File: src/rtl/uart_fifo.sv
// Byte FIFOs between a CPU valid/ready stream and the pulse-style uart engine.
// Define UART_FIFO_OVERFLOW_EN to build the sticky rx_overflow flag.
module uart_fifo #(
  parameter int DEPTH = 16,
  parameter int AW    = $clog2(DEPTH)
) (
  input  logic          clock,
  input  logic          reset_n,
  input  logic          cpu_tx_valid,
  input  logic [7:0]    cpu_tx_data,
  output logic          cpu_tx_ready,
  output logic          cpu_rx_valid,
  output logic [7:0]    cpu_rx_data,
  input  logic          cpu_rx_ready,
  output logic [AW:0]   tx_count,
  output logic [AW:0]   rx_count,
  output logic          rx_overflow,
  input  logic          rx_overflow_clr,
  output logic          uart_tx_valid,
  output logic [7:0]    uart_tx_data,
  input  logic          uart_tx_complete,
  input  logic          uart_rx_complete,
  input  logic [7:0]    uart_rx_data
);

  typedef enum logic {TX_IDLE, TX_BUSY} tx_state_e;

  localparam logic [AW:0] FULL = (AW+1)'(DEPTH);

  logic [7:0]    tx_mem_q [DEPTH];
  logic [AW-1:0] tx_wr_q, tx_wr_d, tx_rd_q, tx_rd_d;
  logic [AW:0]   tx_cnt_q, tx_cnt_d;
  tx_state_e     tx_st_q, tx_st_d;
  logic [7:0]    tx_dat_q, tx_dat_d;
  logic          tx_push, tx_pop;

  logic [7:0]    rx_mem_q [DEPTH];
  logic [AW-1:0] rx_wr_q, rx_wr_d, rx_rd_q, rx_rd_d;
  logic [AW:0]   rx_cnt_q, rx_cnt_d;
  logic          rx_push, rx_pop, rx_full, rx_drop;

  assign cpu_tx_ready  = tx_cnt_q != FULL;
  assign tx_push       = cpu_tx_valid && cpu_tx_ready;
  assign tx_count      = tx_cnt_q;
  assign uart_tx_valid = tx_st_q == TX_BUSY;
  assign uart_tx_data  = tx_dat_q;

  // Holding register stays put for the whole frame; reload only on pop.
  always_comb begin
    tx_st_d  = tx_st_q;
    tx_dat_d = tx_dat_q;
    tx_pop   = 1'b0;
    unique case (tx_st_q)
      TX_IDLE: begin
        if (tx_cnt_q != '0) begin
          tx_pop  = 1'b1;
          tx_st_d = TX_BUSY;
        end
      end
      TX_BUSY: begin
        if (uart_tx_complete) begin
          if (tx_cnt_q != '0) tx_pop = 1'b1;
          else tx_st_d = TX_IDLE;
        end
      end
      default: tx_st_d = TX_IDLE;
    endcase
    if (tx_pop) tx_dat_d = tx_mem_q[tx_rd_q];
  end

  always_comb begin
    tx_wr_d  = tx_wr_q + AW'(tx_push);
    tx_rd_d  = tx_rd_q + AW'(tx_pop);
    tx_cnt_d = tx_cnt_q + (AW+1)'(tx_push)
                        - (AW+1)'(tx_pop);
  end

  assign cpu_rx_valid = rx_cnt_q != '0;
  assign cpu_rx_data  = rx_mem_q[rx_rd_q];
  assign rx_count     = rx_cnt_q;
  assign rx_full      = rx_cnt_q == FULL;
  assign rx_pop       = cpu_rx_valid && cpu_rx_ready;
  // A same-cycle pop frees the slot, so a full FIFO can still accept.
  assign rx_push      = uart_rx_complete && (!rx_full || rx_pop);
  assign rx_drop      = uart_rx_complete && rx_full && !rx_pop;

  always_comb begin
    rx_wr_d  = rx_wr_q + AW'(rx_push);
    rx_rd_d  = rx_rd_q + AW'(rx_pop);
    rx_cnt_d = rx_cnt_q + (AW+1)'(rx_push)
                        - (AW+1)'(rx_pop);
  end

  always_ff @(posedge clock) begin
    if (tx_push) tx_mem_q[tx_wr_q] <= cpu_tx_data;
    if (rx_push) rx_mem_q[rx_wr_q] <= uart_rx_data;
  end

  always_ff @(posedge clock or negedge reset_n) begin
    if (!reset_n) begin
      tx_wr_q  <= '0;
      tx_rd_q  <= '0;
      tx_cnt_q <= '0;
      tx_st_q  <= TX_IDLE;
      tx_dat_q <= 8'h00;
      rx_wr_q  <= '0;
      rx_rd_q  <= '0;
      rx_cnt_q <= '0;
    end else begin
      tx_wr_q  <= tx_wr_d;
      tx_rd_q  <= tx_rd_d;
      tx_cnt_q <= tx_cnt_d;
      tx_st_q  <= tx_st_d;
      tx_dat_q <= tx_dat_d;
      rx_wr_q  <= rx_wr_d;
      rx_rd_q  <= rx_rd_d;
      rx_cnt_q <= rx_cnt_d;
    end
  end

`ifdef UART_FIFO_OVERFLOW_EN
  logic ovf_q, ovf_d;

  always_comb begin
    ovf_d = ovf_q;
    if (rx_overflow_clr) ovf_d = 1'b0;
    if (rx_drop) ovf_d = 1'b1;
  end

  always_ff @(posedge clock or negedge reset_n) begin
    if (!reset_n) ovf_q <= 1'b0;
    else ovf_q <= ovf_d;
  end

  assign rx_overflow = ovf_q;
`else
  logic unused_ovf;
  assign unused_ovf  = rx_overflow_clr ^ rx_drop;
  assign rx_overflow = 1'b0;
`endif

endmodule

File: config.mk
export PLATFORM = sky130hd
export DESIGN_NAME = uart_fifo
export DESIGN_NICKNAME = d
export VERILOG_FILES = /design/src/rtl/uart_fifo.sv
export SDC_FILE = /design/constraint.sdc
export NUM_CORES = 1
export LEC_CHECK = 0
export BUFFER_PORTS_ARGS = -buffer_cell sky130_fd_sc_hd__buf_4
export CAP_MARGIN = 0
export CORE_MARGIN = 3
export CORE_UTILIZATION = 50
export DETAILED_ROUTE_END_ITERATION = 10
export GPL_ROUTABILITY_DRIVEN = 1
export PLACE_DENSITY = 0.67
export SLEW_MARGIN = 20
export SYNTH_ARGS = -nofsm -noshare
export SYNTH_HDL_FRONTEND = slang
export SYNTH_SLANG_ARGS = --single-unit
File: constraint.sdc
create_clock -name clock -period 7.6 [get_ports clock]
set_input_delay 1.52 -clock clock [delete_from_list [all_inputs] [get_ports clock]]
set_output_delay 1.52 -clock clock [all_outputs]
set_load 0.01 [all_outputs]
==> results of run 1 <==
==> cell type report <==
class | count | area share [%]
Antenna cell | 1 | 0.0191
Clock inverter | 20 | 1.03
Tap cell | 280 | 2.67
Multi-Input combinational cell | 261 | 20.9
Clock buffer | 34 | 6.00
Inverter | 21 | 0.600
Timing Repair Buffer | 62 | 3.55
Sequential cell | 291 | 65.2
==> worst paths after layout <==
path,from,to,slack [ns],cells after the start
max,rx_rd_q[1],cpu_rx_data[1],3.14,5
min,uart_tx_data[2],uart_tx_data[2],0.48,1
max reg2reg,rx_count[2],rx_count[4],4.55,14
min reg2reg,uart_tx_data[2],uart_tx_data[2],0.48,1
max in group asynchronous,reset_n,rx_rd_q[0],6.28,1
min in group asynchronous,reset_n,tx_count[3],0.94,1
==> power breakdown <==
group | leakage [uW] | internal, uW | switching [uW]
Combinational | 0.00146 | 708 | 758
Clock | 0.000439 | 775 | 569
Sequential | 0.00272 | 1980 | 209
Total | 0.00461 | 3470 | 1540
==> flip-flops by register name (all words and copies together) (netlist names) <==
name           flops
rx_count           5
rx_mem_q         128
rx_rd_q            4
rx_wr_q            4
tx_count           5
tx_mem_q         128
tx_rd_q            4
tx_wr_q            4
uart_tx_data       8
uart_tx_valid      1
==> cells by family (layout without fill, tap and decap cells) <==
| group | after synthesis | in the layout |
|---|---|---|
| AOI/OAI and AO/OA | 64 | 64 |
| muxes | 89 | 89 |
| adders and majority gates | 22 | 22 |
| DFF | 291 | 291 |
| buffers and inverters | 52 | 137 |
| and+or+nand+nor | 69 | 69 |
| xor gates and xnor gates | 16 | 16 |
| other | 1 | 2 |
==> synthesized netlist by cell type (all sizes together) <==
master / number / area share, %
edfxtp: 256 / 67
mux4: 49 / 9.6
mux2i: 39 / 3.4
dfrtp: 35 / 7.6
nor2: 24 / 0.78
inv: 21 / 0.68
ha: 20 / 2.2
buf: 18 / 1.1
a221oi: 16 / 1.2
clkbuf: 13 / 0.42
nand2: 12 / 0.39
o21ai: 10 / 0.43
a21o: 9 / 0.58
a22oi: 8 / 0.52
nor3: 8 / 0.35
xnor2: 8 / 0.61
xor2: 8 / 0.61
a211oi: 7 / 0.45
o22ai: 7 / 0.38
nand2b: 6 / 0.32
nand3: 5 / 0.22
a21oi: 4 / 0.17
nand3b: 4 / 0.26
o21bai: 3 / 0.19
and2: 2 / 0.11
fa: 2 / 0.35
or2: 2 / 0.11
or3: 2 / 0.11
conb: 1 / 0.032
mux2: 1 / 0.097
nand4bb: 1 / 0.097
nor2b: 1 / 0.054
nor4b: 1 / 0.076
or3b: 1 / 0.076
==> stage by stage <==
| stage | util [%] | area, um2 | total power [uW] | instances | worst slack (ns) |
|---|---|---|---|---|---|
| after floorplan | - | 11600 | 3230 | 604 | 3.97 |
| after global placement | 54.9 | 12200 | 3660 | 915 | 3.39 |
| after detailed placement | 54.9 | 12200 | 3710 | 915 | 3.64 |
| after CTS | 59.0 | 13100 | 5050 | 969 | 3.08 |
| after global routing | 59.1 | 13100 | 5250 | 970 | 2.89 |
| final | 59.1 | 13100 | 5000 | 970 | 3.14 |
==> routing by layer <==
layer  track usage (%)  vias up
met4              5.57        0
met1              21.9     2837
li1                  -     2538
met3              2.54       41
met2              32.0      132
met5                 0        -
==> cells in the final DEF, fill, tap and decap left out, drive strengths merged, types with 4 or more instances in the layout <==
cell type  netlist  layout
edfxtp         256     256
a22oi            8       8
a211oi           7       7
clkinvlp         0       4
o21ai           10      10
nor2            24      24
nand2b           6       6
nand3            5       5
inv             21      22
mux2i           39      39
a221oi          16      16
mux4            49      49
ha              20      20
clkinv           0      14
nor3             8       8
clkbuf          13      34
o22ai            7       7
xor2             8       8
xnor2            8       8
nand3b           4       4
buf             18      62
a21oi            4       4
a21o             9       9
nand2           12      12
dfrtp           35      35
==> impl_metrics.py, run 1 <==
metrics = {
    "sta": {
        "slew_headroom_pct": 34.6,
        "worstMarginPinSlew_ns": 0.977,
        "holdWs_ns": 0.480,
        "setup_violations": 0,
        "hold_viol": 0,
        "finalMaxSlewViolations": 0,
        "grt_setup_unrepaired": "false",
        "finClkSkew_ns": 0.0141,
        "setup_tns_ns": 0,
        "finalCriticalPeriod_ns": 4.46,
        "period_share_pct": 58.7,
        "max_freq_mhz": 224,
    },
    "die": {
        "start_util_pct": 52.0,
        "die-height_um": 158,
        "core_mm2": 0.0222,
        "pin_count": 53,
        "die_w_um": 158,
        "die-area_mm2": 0.0250,
        "rows": 54,
    },
    "grt": {
        "grt_pass1_wl_mm": 33.3,
        "grt_overflow": 0,
        "grt_antenna_before_repair": 1,
        "grt_pass1_vias": 5820,
        "grt_usage_pct": 17.6,
        "grt_max_degree": 36,
    },
    "layout": {
        "fill_cells": 1613,
        "regArea_mm2": 0.00857,
        "multi_input_area_mm2": 0.00274,
        "drive_above_1_share_pct": 23.2,
        "area_growth_pct": 13.6,
        "nets": 712,
    },
    "detailed_routing": {
        "routed_via_density": 5.72,
        "wl_per_cell_um": 22.0,
        "wl_met1_mm": 8.57,
        "routed_wl_mm": 21.3,
        "drtPass1Iterations": 4,
        "drc": 0,
        "highest_layer": "met4",
        "ant_nets": 0,
        "met3_length_um": 882,
        "vias": 5548,
        "met2WireLength_mm": 11.3,
        "drtIter0Drc": 355,
    },
    "critical_path": {
        "critPathArrivalTime_ns": 2.94,
        "crit_path_max_fanout": 19,
        "cp_cell_sequence": "and2_1, a221oi_1, a22oi_1, nand2_1, buf_4",
        "required_ns": 6.08,
        "slowest_stage": "dfrtp_1",
        "end_kind": "output pin",
        "crit_buf_inv": 1,
        "crit_family": "flip-flops",
        "crit_path_max_incr_delay_ns": 0.92,
        "path_class": "reg -> out",
        "startpoint_type": "register",
    },
    "yosys": {
        "synth_top_family_by_area": "multiplexers",
        "synthMuxAreaShare_pct": 13.1,
        "ys_types": 40,
        "syn-num-nets": 649,
        "avgSynthCellArea_um2": 19.1,
        "syn-cell-area_mm2": 0.0116,
        "syn_inst": 604,
        "synth_xor_area_share_pct": 1.21,
        "synthAdderAreaFrac_pct": 2.51,
        "synth_compound_area_share_pct": 3.95,
        "ys_warn_count": 0,
        "ys_seq_elements": 291,
        "synth_seq_area_share_pct": 74.1,
        "yosys.area_share.simple_pct": 2.95,
    },
    "hold_path": {
        "holdCritPathClass": "reg -> reg",
    },
    "clock_network": {
        "clkTransAtPathRegs_ns": 0.06,
        "cts_max_path_buffers": 3,
        "cts_tree": "yes",
        "cts-resized-gates": 0,
        "cts.sinks": 291,
        "cts_root_buf": "clkbuf_16",
        "h-tree-depth": 1,
        "worstSkewPairLatency_ns": 0.54,
        "post_cts_buffers": 0,
        "ctsHoldBuffers": 0,
        "cts_made_buffers": 30,
    },
    "power": {
        "p_per_area_mw_per_mm2": 381,
        "p_leak_uw": 0.00461,
        "ir_drop_mv": 0.183,
    },
    "placed_design": {
        "hpwlAfterDp_mm": 13.8,
        "io_buffers": 50,
        "place.gp.congestion": 0.742,
    },
    "outcome": {
        "outcome": "completed",
    },
    "run": {
        "cap_violations": 0,
    },
}
(Power assumes the default switching activity.)
==> inputs of run 2 (changes only) <==
clock period = 4.37 ns   (was 7.6 ns; I/O delays follow)
==> run 2 against run 1 <==
  * First-iteration DRC count is 3.4% higher
  * Sequential cell count stayed put
  * Combinational power is 71% higher
  * Design area is 0.48% higher
  * Largest power group unchanged
==> impl_metrics.py, run 2 (synthesis results as in run 1) <==
metrics = {
    "placed_design": {
        "placed_cell_area_mm2": 0.0122,
        "io_buffers": 50,
        "preCtsSetupSlack_ns": 1.26,
        "hpwlAfterDp_mm": 14.3,
        "place.gp.congestion": 0.753,
    },
    "grt": {
        "grt_usage_pct": 18.2,
        "grt_pass1_vias": 5964,
        "grt_pass1_wl_mm": 34.3,
        "grt_overflow": 0,
        "grt_max_degree": 36,
        "grt_antenna_before_repair": 1,
    },
    "critical_path": {
        "cp_cell_sequence": "buf_12, mux2i_1, a221oi_1, a22oi_1, nand2_1, buf_4",
        "crit_family": "flip-flops",
        "crit_path_max_fanout": 33,
        "crit_start": "rx_rd_q[0]",
        "end_kind": "output pin",
        "required_ns": 3.50,
        "path_class": "reg -> out",
        "critPathArrivalTime_ns": 2.76,
        "startpoint_type": "register",
        "slowest_stage": "dfrtp_2",
        "r2r-start": "tx_count[2]",
        "crit_path_max_incr_delay_ns": 0.78,
        "crit_buf_inv": 2,
    },
    "clock_network": {
        "cts_tree": "yes",
        "ctsHoldBuffers": 0,
        "cts_max_path_buffers": 3,
        "cts.sinks": 291,
        "h-tree-depth": 1,
        "clkTransAtPathRegs_ns": 0.06,
        "cts_made_buffers": 30,
        "cts_root_buf": "clkbuf_16",
        "worstSkewPairLatency_ns": 0.54,
        "post_cts_buffers": 0,
        "cts-resized-gates": 0,
    },
    "detailed_routing": {
        "ant_nets": 0,
        "drtIter0Drc": 367,
        "vias": 5587,
        "drc": 0,
        "routed_via_density": 5.75,
        "drtPass1Iterations": 5,
        "routed_wl_mm": 21.9,
        "wl_per_cell_um": 22.5,
    },
    "sta": {
        "setup_tns_ns": 0,
        "setup_ws_ns": 0.740,
        "setup_violations": 0,
        "slew_headroom_pct": 36.0,
        "hold_viol": 0,
        "max_freq_mhz": 275,
        "worstMarginPinSlew_ns": 0.959,
        "finalCriticalPeriod_ns": 3.63,
        "finalMaxSlewViolations": 0,
        "grt_setup_unrepaired": "false",
        "holdWs_ns": 0.291,
        "finClkSkew_ns": 0.00826,
        "period_share_pct": 83.1,
    },
    "layout": {
        "fin_util_pct": 59.3,
        "final_common_cell": "edfxtp_1",
        "finalInstanceArea_mm2": 0.0132,
        "final_cell_mix": "edfxtp_1, buf_4, mux4_2",
        "drive_above_1_share_pct": 23.2,
        "nets": 714,
        "area_growth_pct": 14.2,
    },
    "die": {
        "die_w_um": 158,
        "rows": 54,
        "core_mm2": 0.0222,
        "die-area_mm2": 0.0250,
        "start_util_pct": 52.0,
        "die-height_um": 158,
        "pin_count": 53,
    },
    "hold_path": {
        "holdCritPathClass": "in -> async",
    },
    "outcome": {
        "outcome": "completed",
    },
    "run": {
        "cap_violations": 0,
    },
    "power": {
        "p_per_area_mw_per_mm2": 672,
        "ir_drop_mv": 0.367,
        "p_leak_uw": 0.00466,
    },
}
[run 2: area by class of cell]
class,count,area (um2)
Antenna cell,1,2.50
Fill cell,1601,9040
Timing Repair Buffer,64,493
Tap cell,280,350
Multi-Input combinational cell,261,2740
Clock inverter,15,154
Clock buffer,39,806
Sequential cell,291,8570
Inverter,21,78.8
[run 2: worst paths after layout]
check,cells past startpoint,endpoint,slack [ns]
max reg2reg,15,tx_count[4],1.34
max,6,cpu_rx_data[5],0.74
max in group asynchronous,1,rx_rd_q[0],3.72
min reg2reg,1,uart_tx_data[2],0.48
min,1,tx_count[3],0.29
min in group clock,1,uart_tx_data[2],0.48
[run 2: metrics by stage]
stage / instances / power [uW]
global placement: 917 / 6380
detailed placement: 917 / 6500
CTS: 971 / 8960
global route: 972 / 9330
finish: 972 / 8870
floorplan: 604 / 5610
[run 2: power by group]
group | switching (uW) | leakage, uW | internal (uW)
Combinational | 1270 | 0.00147 | 1250
Sequential | 434 | 0.00272 | 3450
Clock | 989 | 0.000466 | 1470
Total | 2700 | 0.00466 | 6170
[run 2: per-layer routing]
layer	wire [um]	track usage (%)
met4	523	5.78
met5	0	0
met3	1080	2.82
met1	8830	23.5
met2	11500	32.2
==> inputs of run 3 (changes only) <==
ABC_AREA = 1   (was not set)
PLACE_DENSITY = 0.69   (was 0.67)
clock period = 3.2 ns   (was 4.37 ns; I/O delays follow)
==> run 3 against run 2 <==
  * Global-route usage up 1.6 points
  * Hold slack worse by 0.24 ns
  * Die area up 6.9%
  * Largest power group unchanged
  * Non-clock buffer count grew 1
  * Total power rose by 44%
  * Sequential cell count did not move
  * Via count up 41%
  * Critical path depth is 2 higher
  * Cell count up 55%
  * First-iteration DRC count increased by 71%
  * Clock skew is 0.0037 ns higher
  * Clock power is 35% higher
==> impl_metrics.py, run 3 <==
metrics = {
    "yosys": {
        "syn-cell-area_mm2": 0.0124,
        "synth_edf_count": 256,
        "synth_seq_area_share_pct": 69.2,
        "syn-num-nets": 1156,
        "yosys-top-cells-area": "edfxtp_1, nand2_1, dfrtp_1",
        "avgSynthCellArea_um2": 11.1,
        "ys_types": 30,
        "yosys.area.top_type_share_pct": 62.1,
        "synth_flop_cell": "edfxtp_1",
        "ys_warn_count": 0,
        "ys_seq_elements": 291,
        "synth.most_common_cell": "nand2_1",
        "yosys.area.top_type": "edfxtp_1",
        "async_flop_share_pct": 12.0,
        "synth_commonest_cells": "nand2_1, edfxtp_1, inv_1, nand3_1, nor2_1",
        "syn_inst": 1111,
    },
    "die": {
        "core_mm2": 0.0239,
        "start_util_pct": 51.8,
        "die_w_um": 163,
        "pin_count": 53,
        "die-area_mm2": 0.0267,
        "rows": 56,
        "die-height_um": 163,
    },
    "placed_design": {
        "dp_cells": 1448,
        "hpwlAfterDp_mm": 15.7,
        "place.gp.congestion": 0.789,
        "io_buffers": 50,
    },
    "sta": {
        "hold_viol": 0,
        "slew_headroom_pct": 40.5,
        "finClkSkew_ns": 0.0119,
        "worstMarginPinSlew_ns": 0.889,
        "holdWs_ns": 0.0503,
        "period_share_pct": 91.9,
        "setup_tns_ns": 0,
        "finalMaxSlewViolations": 0,
        "grt_setup_unrepaired": "false",
        "max_freq_mhz": 340,
        "setup_violations": 0,
        "finalCriticalPeriod_ns": 2.94,
    },
    "layout": {
        "drive_above_1_share_pct": 9.79,
        "final_cell_mix": "nand2_1, edfxtp_1, inv_1",
        "n_antenna_cell": 0,
        "area_growth_pct": 12.6,
        "final_common_cell": "nand2_1",
        "final_cells": 1504,
        "nets": 1206,
    },
    "outcome": {
        "outcome": "completed",
    },
    "detailed_routing": {
        "routed_wl_mm": 26.1,
        "drtIter0Drc": 629,
        "vias": 7867,
        "drtPass1Iterations": 5,
        "routed_via_density": 5.23,
        "wl_per_cell_um": 17.4,
        "ant_nets": 0,
        "drc": 0,
    },
    "critical_path": {
        "regToRegSetupSlack_ns": 0.58,
        "required_ns": 2.56,
        "critPathArrivalTime_ns": 2.30,
        "startpoint_type": "register",
        "crit_path_max_fanout": 64,
        "path_class": "reg -> out",
        "end_kind": "output pin",
    },
    "clock_network": {
        "cts_made_buffers": 30,
        "cts.sinks": 291,
        "h-tree-depth": 1,
        "cts_tree": "yes",
        "worstSkewPairLatency_ns": 0.55,
        "cts_max_path_buffers": 3,
        "clkTransAtPathRegs_ns": 0.06,
        "cts_root_buf": "clkbuf_16",
        "post_cts_buffers": 0,
    },
    "grt": {
        "grt_antenna_before_repair": 0,
        "grt_max_degree": 66,
        "grt_pass1_vias": 7586,
        "grt_pass1_wl_mm": 41.3,
        "grt_usage_pct": 19.8,
        "grt_overflow": 0,
    },
    "power": {
        "p_sw_uw": 4630,
        "seqPwrFrac_pct": 39.7,
        "ir_drop_mv": 0.681,
        "p_int_uw": 8100,
        "comb_power_share_pct": 34.2,
        "p_per_area_mw_per_mm2": 914,
        "p_clk_share_pct": 26.1,
        "p_leak_uw": 0.00568,
        "p_sw_share_pct": 36.4,
    },
    "hold_path": {
        "holdCritPathClass": "in -> async",
    },
    "run": {
        "cap_violations": 0,
    },
}
-- run 3: changes by cell type after synthesis, moves of 21 or more --
cell and change:
mux4_2 -48, o21ai_0 +24, o21ai_1 +32, nor2_1 +60, inv_1 +111, buf_2 +21, mux2i_1 -39, nand2_1 +287
nand3_1 +115
-- run 3: critical path, stage by stage, from the launching register on --
cell and delay [ns]:
dfrtp_2 0.45, inv_6 0.37, nand2_1 0.10, nand3_1 0.12, nand2_1 0.06, a31oi_1 0.22, o21ai_1 0.16, nand2_1 0.11
buf_4 0.12
-- run 3: power groups by stage --
stage	sequential [uW]	combinational, uW	clock [uW]
after detailed placement	5130	4370	0
after CTS	5060	4400	3370
after global placement	5120	4280	0
after global routing	5120	4900	3530
after floorplan	5050	3060	0
final	5050	4360	3320
-- run 3: logic make-up (layout without fill, tap and decap cells) --
family                     Yosys count  in the layout  synth area share (%)
AOI/OAI and AO/OA                   90             90                  3.88
adders and majority gates           22             22                  2.35
buffers and inverters              184            258                  6.71
and+or+nand+nor                    507            507                  16.7
xor gates and xnor gates            16             16                  1.13
DFF                                291            291                  69.2
other                                1              1                0.0303
-- run 3: final timing paths --
| check | endpoint | cells past startpoint | start |
|---|---|---|---|
| worst max-delay path | cpu_rx_data[5] | 8 | rx_rd_q[0] |
| worst min-delay path | tx_count[2] | 1 | reset_n |
| worst max register to register | rx_count[4] | 14 | rx_count[3] |
| worst min register to register | uart_tx_data[7] | 2 | uart_tx_data[7] |
| max in group asynchronous | rx_rd_q[1] | 1 | reset_n |
| min in group clock | uart_tx_valid | 2 | uart_tx_complete |
-- run 3: layout make-up --
class	instances	area [um2]
inverter	137	519
clock inverter	13	98.8
timing repair buffer	65	513
tap	319	399
multi-input combinational	636	2980
fill	1985	9960
sequential	291	8570
clock buffer	43	851
-- run 3: what timing repair did --
item	4_1_cts	5_1_grt
endpoints found under the setup margin	0	4
hold buffers	0	0
gates resized for setup	0	1
-- run 3: stage by stage --
step | utilization, % | cell area [um2] | worst slack, ns | total power [uW]
final | 58.3 | 13900 | 0.258 | 12700
after global routing | 58.3 | 13900 | 0.129 | 13500
after CTS | 58.3 | 13900 | 0.120 | 12800
after detailed placement | 54.3 | 13000 | 0.580 | 9500
after global placement | 54.3 | 13000 | 0.624 | 9400
after floorplan | - | 12400 | 0.615 | 8110
-- run 3: routing by layer --
| metal | wire length (um) | GRT usage, % | part of all wire, % |
|---|---|---|---|
| met5 | 0 | 0 | 0 |
| met4 | 691 | 6.38 | 2.6 |
| met3 | 1240 | 2.64 | 4.8 |
| met2 | 12900 | 33.5 | 49 |
| met1 | 11300 | 26.9 | 43 |
